==> config.mk <==
export PLATFORM = sky130hd
export DESIGN_NAME = mem_access_ctrl
export DESIGN_NICKNAME = d
export VERILOG_FILES = /design/src/rtl/mem_access_ctrl.sv
export SDC_FILE = /design/constraint.sdc
export NUM_CORES = 1
export LEC_CHECK = 0
export CAP_MARGIN = 10
export CORE_ASPECT_RATIO = 1.25
export CORE_MARGIN = 2
export CORE_UTILIZATION = 40
export CTS_CLUSTER_DIAMETER = 50
export DETAILED_ROUTE_END_ITERATION = 10
export GPL_TIMING_DRIVEN = 1
export HOLD_SLACK_MARGIN = 0.06
export PLACE_DENSITY_LB_ADDON = 0.15
export SYNTH_ARGS = -nofsm -noshare
export SYNTH_HDL_FRONTEND = slang
export SYNTH_SLANG_ARGS = --single-unit
==> constraint.sdc <==
create_clock -name clk -period 1.75 [get_ports clk]
set_clock_uncertainty 0.2 [all_clocks]
set_input_delay 0.2625 -clock clk [delete_from_list [all_inputs] [get_ports clk]]
set_output_delay 0.2625 -clock clk [all_outputs]
set_load 0.02 [all_outputs]
==> src/rtl/mem_access_ctrl.sv <==
// MEM-stage data-memory access sequencer: one req/ack RAM transaction per load/store,
// byte-lane placement for stores, sign/zero extension for loads, stall and timeout abort.
module mem_access_ctrl #(
  parameter int unsigned DATA_W      = 32,
  parameter int unsigned ADDR_W      = 32,
  parameter int unsigned TIMEOUT_CYC = 64
) (
  input  logic              clk,
  input  logic              rst_n,
  input  logic              req_valid_i,
  input  logic              is_store_i,
  input  logic [2:0]        funct3_i,
  input  logic [ADDR_W-1:0] addr_i,
  input  logic [DATA_W-1:0] store_data_i,
  input  logic [4:0]        rd_addr_i,
  output logic              stall_o,
  output logic              dram_req_o,
  output logic              dram_we_o,
  output logic [ADDR_W-1:0] dram_addr_o,
  output logic [3:0]        dram_be_o,
  output logic [DATA_W-1:0] dram_wdata_o,
  input  logic              dram_ack_i,
  input  logic [DATA_W-1:0] dram_rdata_i,
  output logic              load_valid_o,
  output logic [DATA_W-1:0] load_data_o,
  output logic [4:0]        load_rd_addr_o,
  output logic              fault_o,
  output logic              timeout_o
);

  typedef enum logic [1:0] {IDLE, REQ, DONE} state_t;

  localparam int unsigned     CNT_W   = $clog2(TIMEOUT_CYC);
  localparam logic [CNT_W-1:0] CNT_MAX = CNT_W'(TIMEOUT_CYC - 1);

  state_t            r_state;
  logic [CNT_W-1:0]  r_cnt;
  logic [2:0]        r_funct3;
  logic [1:0]        r_off;
  logic [4:0]        r_rd;

  logic [1:0]        w_off;
  logic              w_fault;
  logic [3:0]        w_be;
  logic [DATA_W-1:0] w_wdata;
  logic [7:0]        w_byte;
  logic [15:0]       w_half;
  logic [DATA_W-1:0] w_ldata;

  assign w_off = addr_i[1:0];

  // Alignment/funct3 check and store lane placement; loads always read the full word.
  always_comb begin
    w_fault = 1'b0;
    w_be    = 4'b1111;
    w_wdata = store_data_i;
    case (funct3_i)
      3'b000: begin
        w_be    = 4'b0001 << w_off;
        w_wdata = {4{store_data_i[7:0]}};
      end
      3'b001: begin
        w_fault = w_off[0];
        w_be    = w_off[1] ? 4'b1100 : 4'b0011;
        w_wdata = {2{store_data_i[15:0]}};
      end
      3'b010:         w_fault = |w_off;
      3'b100, 3'b101: w_fault = is_store_i | (funct3_i[0] & w_off[0]);
      default:        w_fault = 1'b1;
    endcase
    if (!is_store_i) w_be = 4'b1111;
  end

  always_comb begin
    w_byte  = dram_rdata_i[{r_off, 3'b000} +: 8];
    w_half  = dram_rdata_i[{r_off[1], 4'b0000} +: 16];
    w_ldata = dram_rdata_i;
    case (r_funct3)
      3'b000:  w_ldata = {{24{w_byte[7]}}, w_byte};
      3'b001:  w_ldata = {{16{w_half[15]}}, w_half};
      3'b100:  w_ldata = {24'd0, w_byte};
      3'b101:  w_ldata = {16'd0, w_half};
      default: w_ldata = dram_rdata_i;
    endcase
  end

  always_comb begin
    case (r_state)
      IDLE:    stall_o = req_valid_i & ~w_fault;
      REQ:     stall_o = 1'b1;
      default: stall_o = 1'b0;
    endcase
  end

  always_ff @(posedge clk or negedge rst_n) begin
    if (!rst_n) begin
      r_state        <= IDLE;
      r_cnt          <= '0;
      r_funct3       <= '0;
      r_off          <= '0;
      r_rd           <= '0;
      dram_req_o     <= 1'b0;
      dram_we_o      <= 1'b0;
      dram_addr_o    <= '0;
      dram_be_o      <= '0;
      dram_wdata_o   <= '0;
      load_valid_o   <= 1'b0;
      load_data_o    <= '0;
      load_rd_addr_o <= '0;
      fault_o        <= 1'b0;
      timeout_o      <= 1'b0;
    end else begin
      load_valid_o <= 1'b0;
      fault_o      <= 1'b0;
      timeout_o    <= 1'b0;
      case (r_state)
        IDLE: begin
          if (req_valid_i) begin
            if (w_fault) begin
              fault_o <= 1'b1;
            end else begin
              dram_req_o   <= 1'b1;
              dram_we_o    <= is_store_i;
              dram_addr_o  <= {addr_i[ADDR_W-1:2], 2'b00};
              dram_be_o    <= w_be;
              dram_wdata_o <= w_wdata;
              r_funct3     <= funct3_i;
              r_off        <= w_off;
              r_rd         <= rd_addr_i;
              r_cnt        <= '0;
              r_state      <= REQ;
            end
          end
        end
        REQ: begin
          r_cnt <= r_cnt + 1'b1;
          // An ack on the final counted cycle still completes normally.
          if (dram_ack_i) begin
            dram_req_o <= 1'b0;
            if (!dram_we_o) begin
              load_valid_o   <= 1'b1;
              load_data_o    <= w_ldata;
              load_rd_addr_o <= r_rd;
            end
            r_state <= DONE;
          end else if (r_cnt == CNT_MAX) begin
            dram_req_o <= 1'b0;
            timeout_o  <= 1'b1;
            r_state    <= DONE;
          end
        end
        DONE:    r_state <= IDLE;
        default: r_state <= IDLE;
      endcase
    end
  end

endmodule

# Yosys cells after proc, flatten, opt, wreduce, memory -nomap -nowiden
# Cells that the tools add are included.
[classes]
eq_ne = 12
muxes = 29
shifts = 3
bitwise_logic = 5
n_reduce_logical = 11
n_addsub = 1
[op_table]
columns = ["cell", "n"]
rows = [
  ["$pmux W32 S4", 1],
  ["$pmux W32 S2", 1],
  ["$shiftx A32 B6 Y16", 1],
  ["$shiftx A32 B6 Y8", 1],
  ["$mux W1", 13],
  ["$eq A3 B3 Y1 const B", 4],
  ["$mux W6", 2],
  ["$pmux W6 S2", 1],
  ["$reduce_and A3 Y1", 4],
  ["$mux W2", 4],
  ["$mux W4", 2],
  ["$pmux W4 S2", 1],
  ["$add A6 B1 Y6 const B", 1],
  ["$eq A3 B1 Y1 const B", 2],
  ["$eq A6 B6 Y1 const B", 1],
  ["$logic_not A3 Y1", 2],
  ["$ne A2 B2 Y1 const B", 2],
  ["$pmux W1 S2", 2],
  ["$pmux W1 S4", 1],
  ["$pmux W2 S2", 1],
  ["$reduce_and A4 Y1", 1],
  ["$reduce_or A2 Y1", 2],
  ["$shl A1 B2 Y4 const A", 1],
  ["$eq A3 B2 Y1 const B", 1],
  ["7 further kinds", 9],
]
[totals]
register_bits = 126
input_bits = 109
out_inout_bits = 111
wordCells = 76

# Logic depth before layout (Yosys ltp)
# Gate-level depths: netlist of the first run.
[depth]
word_depth = 6
mapped_depth = 7
ltp_nobuf = 5

# Worst setup path after synthesis of the first run
# Ideal clock, no wire load.
[synth_timing]
path_type = "input port to flip-flop"
from = "in funct3_i[0]"
to = "reg dram_addr_o[10]"
n_path_buf = 2
slack_ns = -0.227
path_stages = 5
setup_ns = 0.125
required_time_ns = 1.425
arrival_ns = 1.652
path_cell_list = "or4_4 a211o_1 buf_4 buf_6 mux2_4"
[synth_between]
elab_chain_cells = 5
elab_cells_between_ends = 11
cone_classes = "4 x eq/ne; 1 x mux; 3 x bitwise; 3 x reduce/logical"
[synth_lines]
columns = ["element", "line_no", "source"]
rows = [
  ["start: declaration", "12", "input logic [2:0] funct3_i,"],
  ["$eq A3 B3 Y1 or $and A1 B1 Y1 (tied branches)", "57, 68", ""],
  ["$reduce_or A2 Y1 or $or A1 B1 Y1 (tied branches)", "57, 68", ""],
  ["$pmux W1 S4 (*)", "57", "case (funct3_i)"],
  ["$not A1 Y1 (no source line) (*)", "n/a", ""],
  ["$reduce_and A3 Y1 (no source line) (*)", "n/a", ""],
  ["end signal: assignment", "124", "dram_addr_o <= {addr_i[ADDR_W-1:2], 2'b00};"],
  ["end: declaration", "19", "output logic [ADDR_W-1:0] dram_addr_o,"],
]
# Mark *: on every way between the ends. The rest lies on a longest branch, timed or not.
# A chain may end at the register's enable or synchronous reset.

# Final worst setup path of the first run
[layout_timing]
from = "in addr_i[1]"
to = "reg dram_addr_o[19]"
[layout_between]
elab_chain_cells = 4
[layout_lines]
columns = ["element", "line_no", "source"]
rows = [
  ["start: declaration", "13", "input logic [ADDR_W-1:0] addr_i,"],
  ["$reduce_or A2 Y1", "67", "3'b010: w_fault = |w_off;"],
  ["$pmux W1 S4", "57", ""],
  ["$not A1 Y1 (no source line)", "n/a", ""],
  ["$reduce_and A3 Y1 (no source line)", "n/a", ""],
]
# Every way passes these cells.

==> summary by stage, run 1 <==
Run status
The flow ran to the end, but the final reports show violations. The checks that failed: negative setup slack.

Detailed routing
The total iterations of the first detailed-routing run is 5. In the routed design, unresolved DRC markers number 0. The detail-routed net length per standard cell is 19.5 um. The detailed router finished its first iteration with 229 violations. The routed design has 19,400 um of wire. Summing over every cut layer, the via total after detailed routing is 5,241.

The count of nets left with antenna violations once routing finished came out at 0. Dividing the detail-routed via count by the number of cells gives 5.27.

Worst setup path
The most numerous cell type found on the critical path is buf_6. The critical path capture point type is a flop. The cell family contributing the most delay on the critical path is simple AND/OR/NAND/NOR gates. The slowest stage of the critical path is the or4_4 cell. For the worst setup path, the data arrival time is 2040 ps. The critical path goes through buf_6 -> or4_4 -> buf_6 -> a211o_4 -> buf_12 -> buf_16 -> mux2_4.

STA classifies the critical path startpoint as a primary input. The required time at the worst-slack endpoint is 1830 ps. The worst setup path is of the primary input to flop kind. The maximum fanout encountered on the critical timing path is 7.

The count of buffering cells on the critical path with inverters included is 4. The largest single stage delay on the critical path is 550 ps.

Synthesis
In the synthesized netlist the dominant register cell turns out to be dfrtp_1. The distinct cell type count after synthesis is 41. The synthesized instance count is 527.

For this run, the register share of the synthesized area comes to 0.536. Of all flip-flops after synthesis, the portion carrying an async set or reset was 1.00. The number of flops mapped to enable cells by yosys is 0. In this run the cell area of the synthesized design comes to 5890 sq um. Averaged over all synthesized cells, the footprint is 11.2 sq um. The register bit count reported by yosys is 126.

The count of synthesis-stage warnings from yosys is 0.

Die
The initial utilization of the core area, before any placement, comes to 0.409. The core region is 14,400 sq um. Measured along the y axis, the die boundary spans 140 um. The x dimension of the die is 113 um. The die covers 15,700 sq um. Pin placement for this block handled 220 I/O pins.

The initialized floorplan defines 49 standard-cell rows.

Clock network
Clock-pin slew was measured on the worst setup and hold paths at 50 ps. Clock tree synthesis found a total of 126 sinks. The later pin in the worst-skew pair is clocked with a latency of 400 ps.

In this run the number of H-tree levels came out at 4. Clock tree synthesis inserted a total of 17 buffers. TritonCTS built the clock tree. The clock passes through at most 2 buffers.

The clock tree root driver cell is clkbuf_16.

Place
The total half-perimeter wirelength after legalization and detailed placement is 12,600 um. The pre-CTS worst setup slack is -987 ps. Routability-driven placement finished with a final weighted congestion of 0.850. In this run, placement finished with an instance count of 931. The number of buffer cells added on primary ports is 217.

Timing
The highest achievable clock rate is 0.510 GHz. The worst pin sits at a relative slew slack of 0.666. The setup TNS is -12,530 ps. The final hold violation count is 0.

The number of max-slew violations in the final report was 0. The worst-margin pin slew is 498 ps. The share of the cycle needed by the critical path after routing is 1.12. Across all setup checks in the final design, the least slack found is -209 ps.

Setup violations remaining at the end of the flow were counted as 94. The smallest clock period supported by the final layout is computed as 1960 ps. Setup repair after global routing could not meet its margin everywhere.

Layout
The area growth from synthesis to layout is 68.1%. The filler-free cell count of the finished design is 994. Of the cells placed in the final design, the portion with a size suffix greater than 1 is 0.261.

After the last flow step, the layout net total stands at 913. The number of antenna diodes in the final layout is 0. At the end of the flow the core is filled with cells to 0.687.

GRT
The via count of the first global-routing pass is 5,416. The global-route wire length before repair is 29,400 um. The initial antenna violation count was 0.

The global router's overall resource usage is 0.238. The pin count of the biggest net entering global routing is 78. The residual overflow from global routing is 0.

Power and ir drop
The maximum ir drop on the vdd rail is 0.923 mV. Summed over all cells, the static leakage comes to 4.76 nW. Power spread over the standard cell area amounts to 1370 nW/um^2.

Worst hold path
The path class of the tightest hold or removal check is primary input to flop.

Flow run
The count of maximum capacitance violations is 0.
==> cells in the mapped netlist, types with 5 or more instances <==
library cell / number / area, sq um
dfrtp_1: 126 / 3150
a22o_1: 7 / 61.3
a311oi_1: 8 / 70.1
a22oi_1: 7 / 52.6
mux2i_1: 38 / 380
nor2_1: 15 / 56.3
o21ai_0: 33 / 165
nand3_1: 35 / 175
buf_6: 6 / 67.6
mux2_4: 48 / 721
a21oi_1: 21 / 105
o21ai_1: 10 / 50.1
clkbuf_1: 24 / 90.1
o31ai_1: 9 / 67.6
nand2_1: 91 / 342
inv_1: 5 / 18.8
or3_1: 7 / 43.8
==> placed cells by master (no fill, tap or decap), drive strengths merged, types with 4 or more instances in the layout <==
master	synthesis	final
a21oi	22	22
a22o	7	7
a22oi	7	7
a311oi	8	8
buf	13	72
clkbuf	24	27
clkdlybuf4s50	0	101
clkinv	1	5
clkinvlp	0	6
dfrtp	126	126
dlygate4sd2	0	109
inv	5	6
mux2	48	48
mux2i	38	38
nand2	91	91
nand3	35	35
nor2	15	15
nor3	4	4
o21ai	43	43
o31ai	9	9
or3	7	7
==> cell families (layout without fill, tap and decap cells) <==
family | Yosys count | after routing | synth area share
adders and majority gates | 1 | 1 | 0.00213
AOI/OAI and AO/OA | 104 | 104 | 0.109
buffers and inverters | 43 | 331 | 0.0372
and+or+nand+nor | 164 | 164 | 0.123
DFF | 126 | 126 | 0.536
xor gates and xnor gates | 1 | 1 | 0.00149
muxes | 87 | 87 | 0.191
other | 1 | 2 | 0.000637
==> registers in the layout (all words and copies together), names as in the netlist, 2 cells and up <==
name            count
dram_wdata_o       32
r_off               2
r_cnt               6
r_state             2
load_rd_addr_o      5
dram_be_o           4
load_data_o        32
r_rd                5
r_funct3            3
dram_addr_o        30
==> path summary, 6_finish.rpt <==
check,start,end,slack [ps],cells after the start
worst min-delay path,addr_i[0],r_off[0],90,3
min in group asynchronous,rst_n,dram_addr_o[29],190,3
worst min register to register,r_rd[1],load_rd_addr_o[1],270,2
max in group asynchronous,rst_n,r_rd[1],260,3
worst max-delay path,addr_i[1],dram_addr_o[19],-210,7
worst max register to register,r_state[1],dram_addr_o[19],-160,6
==> cell type report <==
type,instances,area (sq um)
clock inverters,12,113
inverters,6,41.3
multi-input cells,359,2810
repair buffers,293,3100
fillers,1120,4510
well taps,178,223
flip-flops and latches,126,3150
clock buffers,20,457
==> stage by stage <==
step                      cell area [sq um]  total power, mW  hold WS [ps]
after detailed placement               8510             10.2         -75.6
after global routing                   9900             14.3          87.9
final                                  9900             13.5          92.6
after global placement                 8510             10.1         -77.4
after floorplan                        5920             7.37          -233
after CTS                              9340             13.1          66.3
==> worst register-to-register path, stage by stage, from the launching register on <==
cell and delay [ps]:
dfrtp_1 380, nand2b_4 150, buf_6 120, a211o_4 320, buf_12 160, buf_16 150, mux2_4 310
==> power by group <==
part / total [mW] / leakage, nW / switching, mW / internal (mW)
clock network: 3.37 / 0.265 / 1.33 / 2.04
logic: 5.63 / 2.95 / 3.01 / 2.61
registers: 4.55 / 1.54 / 0.633 / 3.92
==> layer usage <==
layer / part of all wire / up-vias / track usage
met5: 0 / - / 0
met4: 0.023 / 0 / 0.0796
met3: 0.071 / 29 / 0.0610
met2: 0.53 / 221 / 0.421
met1: 0.38 / 2569 / 0.280
li1: - / 2422 / -
==> repair_timing <==
item                                    4_1_cts  5_1_grt
pin swaps                                    13        9
resized for setup                           175       85
buffers inserted                              7        7
endpoints found under the setup margin      228      112
gates cloned                                  7        8
hold buffers                                  3        0
hold endpoints to repair                    127        0
Power figures use the tool's default switching activity.
==> run 2, diff against run 1 <==
- CORE_UTILIZATION: 40 -> 42
- TNS_END_PERCENT: default -> 50
- clock period: 1.75 -> 2.4 ns (I/O delays scaled with it)
==> summary by stage, run 2 (same netlist as run 1, synthesis figures left out) <==
Run status
The run finished with clean final reports.

Clock network
The number of clock buffers inserted by TritonCTS is 17. In this run the number of H-tree levels came out at 4. The clock net in this run drives a total of 126 sinks. Clock-pin slew was measured on the worst setup and hold paths at 60 ps. The largest buffer count on any clock path is 2. The clock reaches the later pin of the worst-skew pair after 410 ps. Clock tree synthesis selected as its root buffer the cell clkbuf_16. TritonCTS built the clock tree.

GRT
The via count of the first global-routing pass is 5,179. For this run, the total global-route usage over all layers was measured as 0.231. The first global-routing pass estimated 26,500 um of wire. The initial antenna violation count is 0.

The residual overflow from global routing is 0. Entering global routing, the biggest net connects 56 pins.

Worst setup path
The data arrival time at the worst-slack endpoint is 1810 ps. The most critical setup path has its startpoint at funct3_i[0]. The delay contributed by the slowest stage of the critical path is 570 ps. The source of the worst register-to-register timing path is r_state[1]. Together, buffers and inverters on the worst path number 2. In this run the worst setup path terminates at stall_o. The required time at the worst-slack endpoint is 1840 ps. The setup slack of the worst register-to-register path is 480 ps. STA classifies the critical path startpoint as a primary input. The capturing point of the worst reg2reg path is dram_addr_o[16]. The kind of cell with the highest combined delay along the critical path is simple AND/OR/NAND/NOR gates. The critical path class is primary input to primary output. STA classifies the critical path endpoint as a primary output. The maximum fanout encountered on the critical timing path is 2. Among all stages on the critical path, the largest delay is contributed by or4_4. Counting buffers and inverters, the worst setup path is 5 cells deep. The critical path goes through clkdlybuf4s50_1 -> or4_4 -> a21oi_4 -> or2_2 -> buf_4. For the worst flop-to-flop path, the logic depth is 5.

Timing
The highest achievable clock rate is 0.422 GHz. After layout, the minimum clock period comes to 2370 ps. Across all hold checks on the routed design, the worst slack comes to 135 ps. The number of max-slew violations in the final report is 0.

The setup TNS is 0 ps. The final hold violation count came to 0. The share of the cycle needed by the critical path after routing is 0.987. The post-layout worst setup margin is 31.3 ps. Setup violations remaining at the end of the flow were counted as 0.

Detailed routing
The detail route stage leaves a number of antenna-violating nets equal to 0. For this block, the via count after detailed routing is 4,911. The detail-routed net length per standard cell is 17.7 um. The detailed router finished its first iteration with 286 violations. The first detailed-routing pass took 4 iterations. The detailed-routing wirelength on met1 is 6620 um. After detailed routing, the number of remaining DRC violations is 0. The highest layer touched by signal routing is met4.

Summed over all nets, wire length on met2 after detailed routing comes to 8430 um. After detailed routing, the met3 layer carries 1500 um of wire. The overall routed net length is 16,800 um. The via density per instance is 5.17.

Place
The weighted congestion at the end of routability-driven global placement is 0.827. After legalization and detailed placement, the total HPWL measured 12,200 um. The number of buffer cells added on primary ports is 217. The pre-CTS worst setup slack is -457 ps. The number of placed instances, taps included, is 916.

Die
The core area is 13,800 sq um. The initial standard-cell utilization of the core is 0.428. The I/O pin count is 220. The die is 110 um wide. The standard-cell row count is 48. The area enclosed by the die boundary is 15,000 sq um.

In this run the vertical extent of the chip is 136 um.

Layout
Counting the fill cells in the layout gives 1,106. The largest registers in the layout are dram_wdata_o (32), load_data_o (32), dram_addr_o (30). The multi-input logic area is 2540 sq um. After the flow finishes, the layout carries non-filler instances totaling 949.

The net total in the final layout is 872. In the final layout, the share of cells above drive strength 1 is 0.159. Registers take 3150 sq um. The area growth from synthesis to layout is 53.5%. The number of antenna diodes in the final layout is 0. The most frequent standard cell in the layout excluding fill and tap cells is clkdlybuf4s50_1. In the layout the commonest cells are 215 x clkdlybuf4s50_1, 126 x dfrtp_1, 91 x nand2_1.

Flow run
Across the run, the number of max-cap violations was 0.

Power and ir drop
Of the total power, the share spent switching nets is 0.336. The design draws 10.0 mW. The sequential group share of total power is 0.335.

Of the total power, combinational logic draws 0.399. The static leakage is 4.12 nW. Of the total power, the clock network draws 0.266. In this run the power spent charging and discharging nets is 3.37 mW. The internal power contribution is 6.65 mW. For this design the ratio of total power to cell area is 1110 nW/um^2.

The maximum ir drop on the vdd rail is 0.580 mV.

Worst hold path
The worst min-delay path class is primary input to asynchronous set/reset pin.
-- run 2: changes by cell type in the layout (fill, tap and decap cells not counted), sizes merged --
cell,delta
clkdlybuf4s50,+114
dlygate4sd2,-109
buf,-36
clkbuf,-6
clkinvlp,-3
bufinv,+2
dlygate4sd3,-2
clkdlybuf4s15,-1
inv,-1
-- run 2: area by class of cell --
class / instances / area share
flip-flops and latches: 126 / 0.349
clock buffers: 21 / 0.0532
well taps: 175 / 0.0242
repair buffers: 252 / 0.275
multi-input cells: 359 / 0.281
inverters: 6 / 0.00249
clock inverters: 10 / 0.0151
-- run 2: power by group through the flow --
stage               logic (mW)  registers (mW)  clock network, mW
floorplan                 1.29            4.08                  0
global placement          3.95            3.35                  0
detailed placement        4.02            3.36                  0
CTS                       4.04            3.35               2.72
global route              4.29            3.44               2.81
finish                    4.00            3.36               2.67
-- run 2: routing by layer --
layer	up-vias	track usage
li1	2324	-
met1	2363	0.271
met2	202	0.390
met3	22	0.0781
met4	0	0.0816
met5	-	0
-- run 2: how the worst min path moves through the flow --
stage | from | endpoint | slack, ps
6_report | rst_n | load_data_o[6] | 130
5_1_grt | rst_n | load_data_o[6] | 130
4_1_cts | rst_n | load_data_o[6] | 120
3_5_place_dp | rst_n | load_data_o[6] | 10
3_3_place_gp | rst_n | load_data_o[6] | 10
2_1_floorplan | rst_n | dram_addr_o[10] | -140
-- run 2: worst reg2reg max path: stages, from the launching register on --
cell and delay (ps):
dfrtp_1 380, nand2b_1 200, buf_4 170, a211o_4 300
buf_12 200, mux2_4 360
-- run 2: through the flow --
| step | utilization | cell area, sq um |
|---|---|---|
| 3_3_place_gp | 0.610 | 8390 |
| 5_1_grt | 0.657 | 9030 |
| 2_1_floorplan | - | 5890 |
| 3_5_place_dp | 0.610 | 8390 |
| 6_report | 0.657 | 9030 |
| 4_1_cts | 0.656 | 9020 |
-- run 2: what timing repair did --
action | 4_1_cts | 5_1_grt
resized for setup | 6 | 1
hold buffers | 1 | 0
endpoints found under the hold margin | 126 | 0
endpoints found under the setup margin | 1 | 1
buffers inserted | 0 | 1
pin swaps | 0 | 2
==> run 3, diff against run 2 <==
- CTS_CLUSTER_DIAMETER: 50 -> 60
- clock period: 2.4 -> 2.5 ns (I/O delays scaled with it)
==> summary by stage, run 3 (same netlist as run 1, synthesis figures left out) <==
Worst setup path
The maximum fanout encountered on the critical timing path is 4. By startpoint and endpoint, the worst setup path is classified as primary input to primary output. For flop-to-flop paths, the worst setup slack is 560 ps. The critical path capture point type is a primary output. The data arrival time at the worst-slack endpoint is 1850 ps. The required time at the worst-slack endpoint is 1920 ps. The element type at the critical path start is a primary input.

Die
For this configuration, the core starts out at a cell density of 0.428. The I/O pin count is 220. The die covers 15,000 sq um. The floorplan step set the die width to 110 um.

In this run the standard cell core region covers 13,800 sq um. The height of the chip is 136 um. The standard-cell row count is 48.

Timing
Setup violations remaining at the end of the flow were counted as 0. Setup repair after global routing left no endpoint under its margin. The worst-margin pin slew is 702 ps. The highest achievable clock rate is 0.412 GHz.

The number of max-slew violations in the final report is 0. The share of the cycle needed by the critical path after routing is 0.972. The shortest clock period the worst path allows after layout is 2430 ps. The worst pin sits at a relative slew slack of 0.532. The final hold violation count is 0.

Detailed routing
The overall routed net length is 16,400 um. The total iterations of the first detailed-routing run is 4. The first-iteration detailed-routing DRC count is 205.

In the routed design, unresolved DRC markers number 0. In this run the remaining antenna-violating nets after routing total 0. The count of vias placed by the detailed router is 4,868. After detailed routing, the average wire length per cell comes to 17.3 um. The via density per instance is 5.15.

Layout
The top cell types in the final layout, fill and taps aside, are 215 x clkdlybuf4s50_1, 126 x dfrtp_1, 91 x nand2_1. The filler-free cell count of the finished design is 946. The largest registers in the layout are dram_wdata_o (32), load_data_o (32), dram_addr_o (30). Of the cells placed in the final design, the portion with a size suffix greater than 1 is 0.154. The net total in the final layout is 868.

The area growth from synthesis to layout is 52.2%. The layout has 1,100 filler cells. Leaving out fill and tap cells, the most frequent cell in the layout is clkdlybuf4s50_1.

The number of antenna diodes is 0.

Place
The number of cells after detailed placement is 913. Detailed placement ended at an HPWL of 11,900 um. The number of buffer cells added on primary ports is 217. The congestion estimate from routability-driven global placement came to 0.825.

GRT
The initial antenna violation count was 0. In the global route stage, overall resource usage came out at 0.226. After global routing the overflow that remains totals 0. The global-route wire length before repair is 25,900 um. The via count of the first global-routing pass is 5,146. The pin count of the biggest net entering global routing is 127.

Power and ir drop
In this run the power density over the cells is 1050 nW/um^2. For this design the static power due to leakage is 4.06 nW. Overall power consumption after layout is estimated at 9.44 mW.

IR analysis of the VDD net gives a maximum drop of 0.535 mV.

Clock network
The number of buffers inserted to repair setup after CTS is 0. TritonCTS created 17 clock buffers. For this design, the sink count on the clock tree is 126. The CTS tree is done. The clock tree root driver cell is clkbuf_16. In this run the number of H-tree levels came out at 4.

The clock latency on the worst-skew pair is 400 ps. The largest buffer count on any clock path is 2. The clock transition time at the flip-flop clock pins of the worst setup and hold paths is 60 ps.

Run status
The flow ran to the end, and the final reports show no timing, DRC or antenna violations.

Flow run
The tool flagged a number of max-cap violations equal to 0.

Worst hold path
In this run the worst hold path is classified as flop to flop.
## run 3: critical path, stage by stage
cell and delay (ps):
clkdlybuf4s50_1 440, buf_4 170, a221o_1 410, a21oi_4 170, or2_2 130, buf_2 160
## run 3: timing repair
| action | 4_1_cts | 5_1_grt |
|---|---|---|
| resized for setup | 6 | 0 |
| endpoints found under the hold margin | 126 | 0 |
| hold buffers | 1 | 0 |
| setup endpoints to repair | 1 | 0 |
## run 3: worst paths after layout
| path | to | cells past startpoint | from |
|---|---|---|---|
| worst max-delay path | stall_o | 6 | funct3_i[2] |
| worst min-delay path | load_data_o[4] | 2 | load_data_o[4] |
| worst max register to register | dram_addr_o[7] | 5 | r_state[1] |
| worst min register to register | load_data_o[4] | 2 | load_data_o[4] |
| max in group asynchronous | load_data_o[15] | 3 | rst_n |
| min in group asynchronous | load_data_o[6] | 3 | rst_n |
## run 3: cell type report
cell class | count | area [sq um] | area share
sequential | 126 | 3150 | 0.352
multi-input combinational | 359 | 2540 | 0.284
clock buffer | 19 | 443 | 0.0494
inverter | 6 | 22.5 | 0.00251
timing repair buffer | 248 | 2440 | 0.272
clock inverter | 13 | 141 | 0.0158
tap | 175 | 219 | 0.0244
## run 3: per-layer routing
layer	wire, um	track usage	part of all wire	up-vias
li1	-	-	-	2321
met5	0	0	0	-
met4	341	0.0879	0.021	0
met2	8170	0.374	0.50	205
met3	1470	0.0801	0.090	24
met1	6380	0.265	0.39	2318
## run 3: where the power goes
part / switching [mW] / internal, mW / total [mW]
logic: 1.84 / 1.97 / 3.81
registers: 0.477 / 2.74 / 3.22
clock network: 0.916 / 1.49 / 2.41
## run 3: metrics by stage
stage | utilization | hold WS (ps) | TNS [ps] | instance area, sq um | setup slack (ps)
floorplan | - | -121 | 0 | 5890 | 411
global placement | 0.608 | 255 | -12680 | 8360 | -387
detailed placement | 0.608 | 263 | -15510 | 8360 | -414
CTS | 0.651 | 281 | 0 | 8960 | 67.0
global route | 0.651 | 302 | 0 | 8960 | 4.14
finish | 0.651 | 273 | 0 | 8960 | 70.7
==> edit, RTL diff (config.mk and constraints of run 2) <==
Set the parameter `ADDR_W` to 16 (it was 32).
--- a/src/rtl/mem_access_ctrl.sv
+++ b/src/rtl/mem_access_ctrl.sv
@@ -2,7 +2,7 @@
 // byte-lane placement for stores, sign/zero extension for loads, stall and timeout abort.
 module mem_access_ctrl #(
   parameter int unsigned DATA_W      = 32,
-  parameter int unsigned ADDR_W      = 32,
+  parameter int unsigned ADDR_W      = 16,
   parameter int unsigned TIMEOUT_CYC = 64
 ) (
   input  logic              clk,
Interface: changed (resized addr_i and dram_addr_o); port bits go from 220 to 188. The function was not compared with the original's and may differ.
==> edit against run 2 <==
  * Combinational power is 12% lower
  * Count of clock-buffer cells in the layout is 12 lower
  * Final area is 15% lower
  * Wire length is 17% lower
  * Sequential cell count is 16 lower
  * Worst setup slack worse by 0.0092 ns
  * Global-route usage is 2.0 points lower
  * Total power is 21% lower
  * Area after synthesis is 12% lower
  * Sequential share of layout area is 0.87 points higher
  * Final cell count is 9.9% lower
  * Core utilization is 2.1 points lower
  * Largest cell class unchanged
==> edit: results (changes against run 2) <==
Worst setup path
  • R2r endpoint: load_data_o[11]
  • CP max FO: 3 (+1)
  • Reg2reg path depth: 4 (-1)
  • R2R setup slack: 0.19 ns (-0.29 ns)
  • CP Capture Point: stall_o
  • Crit. Startpoint: funct3_i[0]
  • Reg-to-reg startpoint: r_off[1]

Route
  • Remaining DRCs: 0 (unchanged)
  • Vias per cell: 5.198 (+0.44%)
  • WL per Instance: 16.22 µm (-8.3%)
  • Drt initial violations: 139 (-51%)

Final layout
  • Ant. Diodes: 0 (unchanged)
  • Share of cells above drive strength 1: 0.1259 (-0.03301)
  • Final cell count without fillers: 855 (-9.9%)
  • Top flop regs: dram_wdata_o (32), load_data_o (32), dram_addr_o (14)
  • Fin nets: 781 (-10%)

Pwr
  • Leak: 3.465 nW (-16%)
  • Register share of total power: 0.365 (+0.030)
  • Psw: 2.841 mW (-16%)
  • Sequential power: 2.89 mW (-14%)
  • Power in the clock group: 1.51 mW (-43%)
  • Max VDD drop: 0.0004927 V (-15%)

Worst hold path
  • Worst min path class: register to register

Synthesis
  • Synth async-reset ratio: 1.000 (unchanged)
  • Top post-synthesis cells by count: 110 x dfrtp_1, 91 x nand2_1, 38 x mux2i_1
  • XOR/XNOR Fraction of Synth Area: 0.001684 (+0.0001961)
  • Ys Warns: 0 (unchanged)
  • Top post-synthesis cells by area: dfrtp_1 53%, mux2_4 8.4%, mux2i_1 7.3%
  • Sequential share of the synthesized area: 0.5292 (-0.006373)
  • Synthesis-stage register bit count: 110 (-13%)
  • Adder-cell share of the synthesized area: 0.002406 (+0.0002802)
  • Post-synthesis compound-gate area fraction: 0.1227 (+0.01365)
  • Post-synthesis mux area share: 0.1677 (-0.02319)
  • Cells after Synth: 493 (-6.5%)

Placed design
  • Placed cell areas: 0.007383 mm² (-12%)
  • GPL Wtd Cong: 0.8882 (+7.5%)
  • Place WS: -0.4716 ns (-0.01455 ns)
  • Post-placement cell count: 839 (-8.4%)
  • Port buffer count: 185 (-15%)
  • Final HPWL DP: 10.15 mm (-17%)

Global routing
  • Vias in the first global route: 4418 (-15%)
  • First-pass GRT wire length: 22.62 mm (-15%)
  • Global-route usage over all layers: 0.2113 (-0.01953)
  • Largest net degree at the start of global routing: 54 (-3.6%)

Clocking
  • Worst skew pair latency: 0.35 ns (-0.06 ns)
  • CTS buffer count: 9 (-8)
  • Longest Clk Path Bufs: 2 (unchanged)
  • H-tree depth: 3 (-1)
  • Root Driver: clkbuf_16

Outcome
  • Status: complete, no violations

Timing
  • Max Clk Rate: 420.5 MHz (-0.39%)
[edit: cell count changes in the layout (fill, tap and decap cells not counted), sizes merged, moves of 2 or more]
cell	delta
buf	-3
bufinv	-2
clkbuf	-12
clkdlybuf4s50	-32
clkinv	-3
dfrtp	-16
inv	+2
mux2	-16
[edit: routing by layer]
metal | part of all wire | vias to the layer above | wire length (µm) | track usage
li1 | - | 2120 | - | -
met1 | 0.43 | 2148 | 5947 | 0.2735
met2 | 0.47 | 155 | 6578 | 0.3416
met3 | 0.074 | 21 | 1025 | 0.05420
met4 | 0.023 | 0 | 315 | 0.08824
met5 | 0 | - | 0 | 0
[edit: cell type report]
type | count | area [µm²]
clock inverters | 6 | 71.32
repair buffers | 217 | 2140
flip-flops and latches | 110 | 2753
fillers | 1006 | 4410
inverters | 6 | 22.52
clock buffers | 9 | 225.2
multi-input cells | 343 | 2278
well taps | 164 | 205.2
[edit: how the worst min path moves through the flow]
stage / end / slack, ns
after global placement: load_rd_addr_o[3] / 0.12
after CTS: load_data_o[0] / 0.28
final: dram_wdata_o[31] / 0.28
after detailed placement: load_valid_o / 0.14
after floorplan: dram_addr_o[10] / -0.14
after global routing: load_data_o[29] / 0.30
[edit: stage by stage]
step,hold WS (ns),setup TNS (ns)
5_1_grt,0.3042,-0.04884
2_1_floorplan,-0.1356,0
3_3_place_gp,0.1241,-15.48
6_report,0.2787,0
3_5_place_dp,0.1388,-17.06
4_1_cts,0.2844,0
[edit: worst max-delay path, cell delays in order]
cell and delay (ns):
clkdlybuf4s50_1 0.44, or4_4 0.56, a21oi_2 0.16, or2_2 0.16, buf_4 0.14
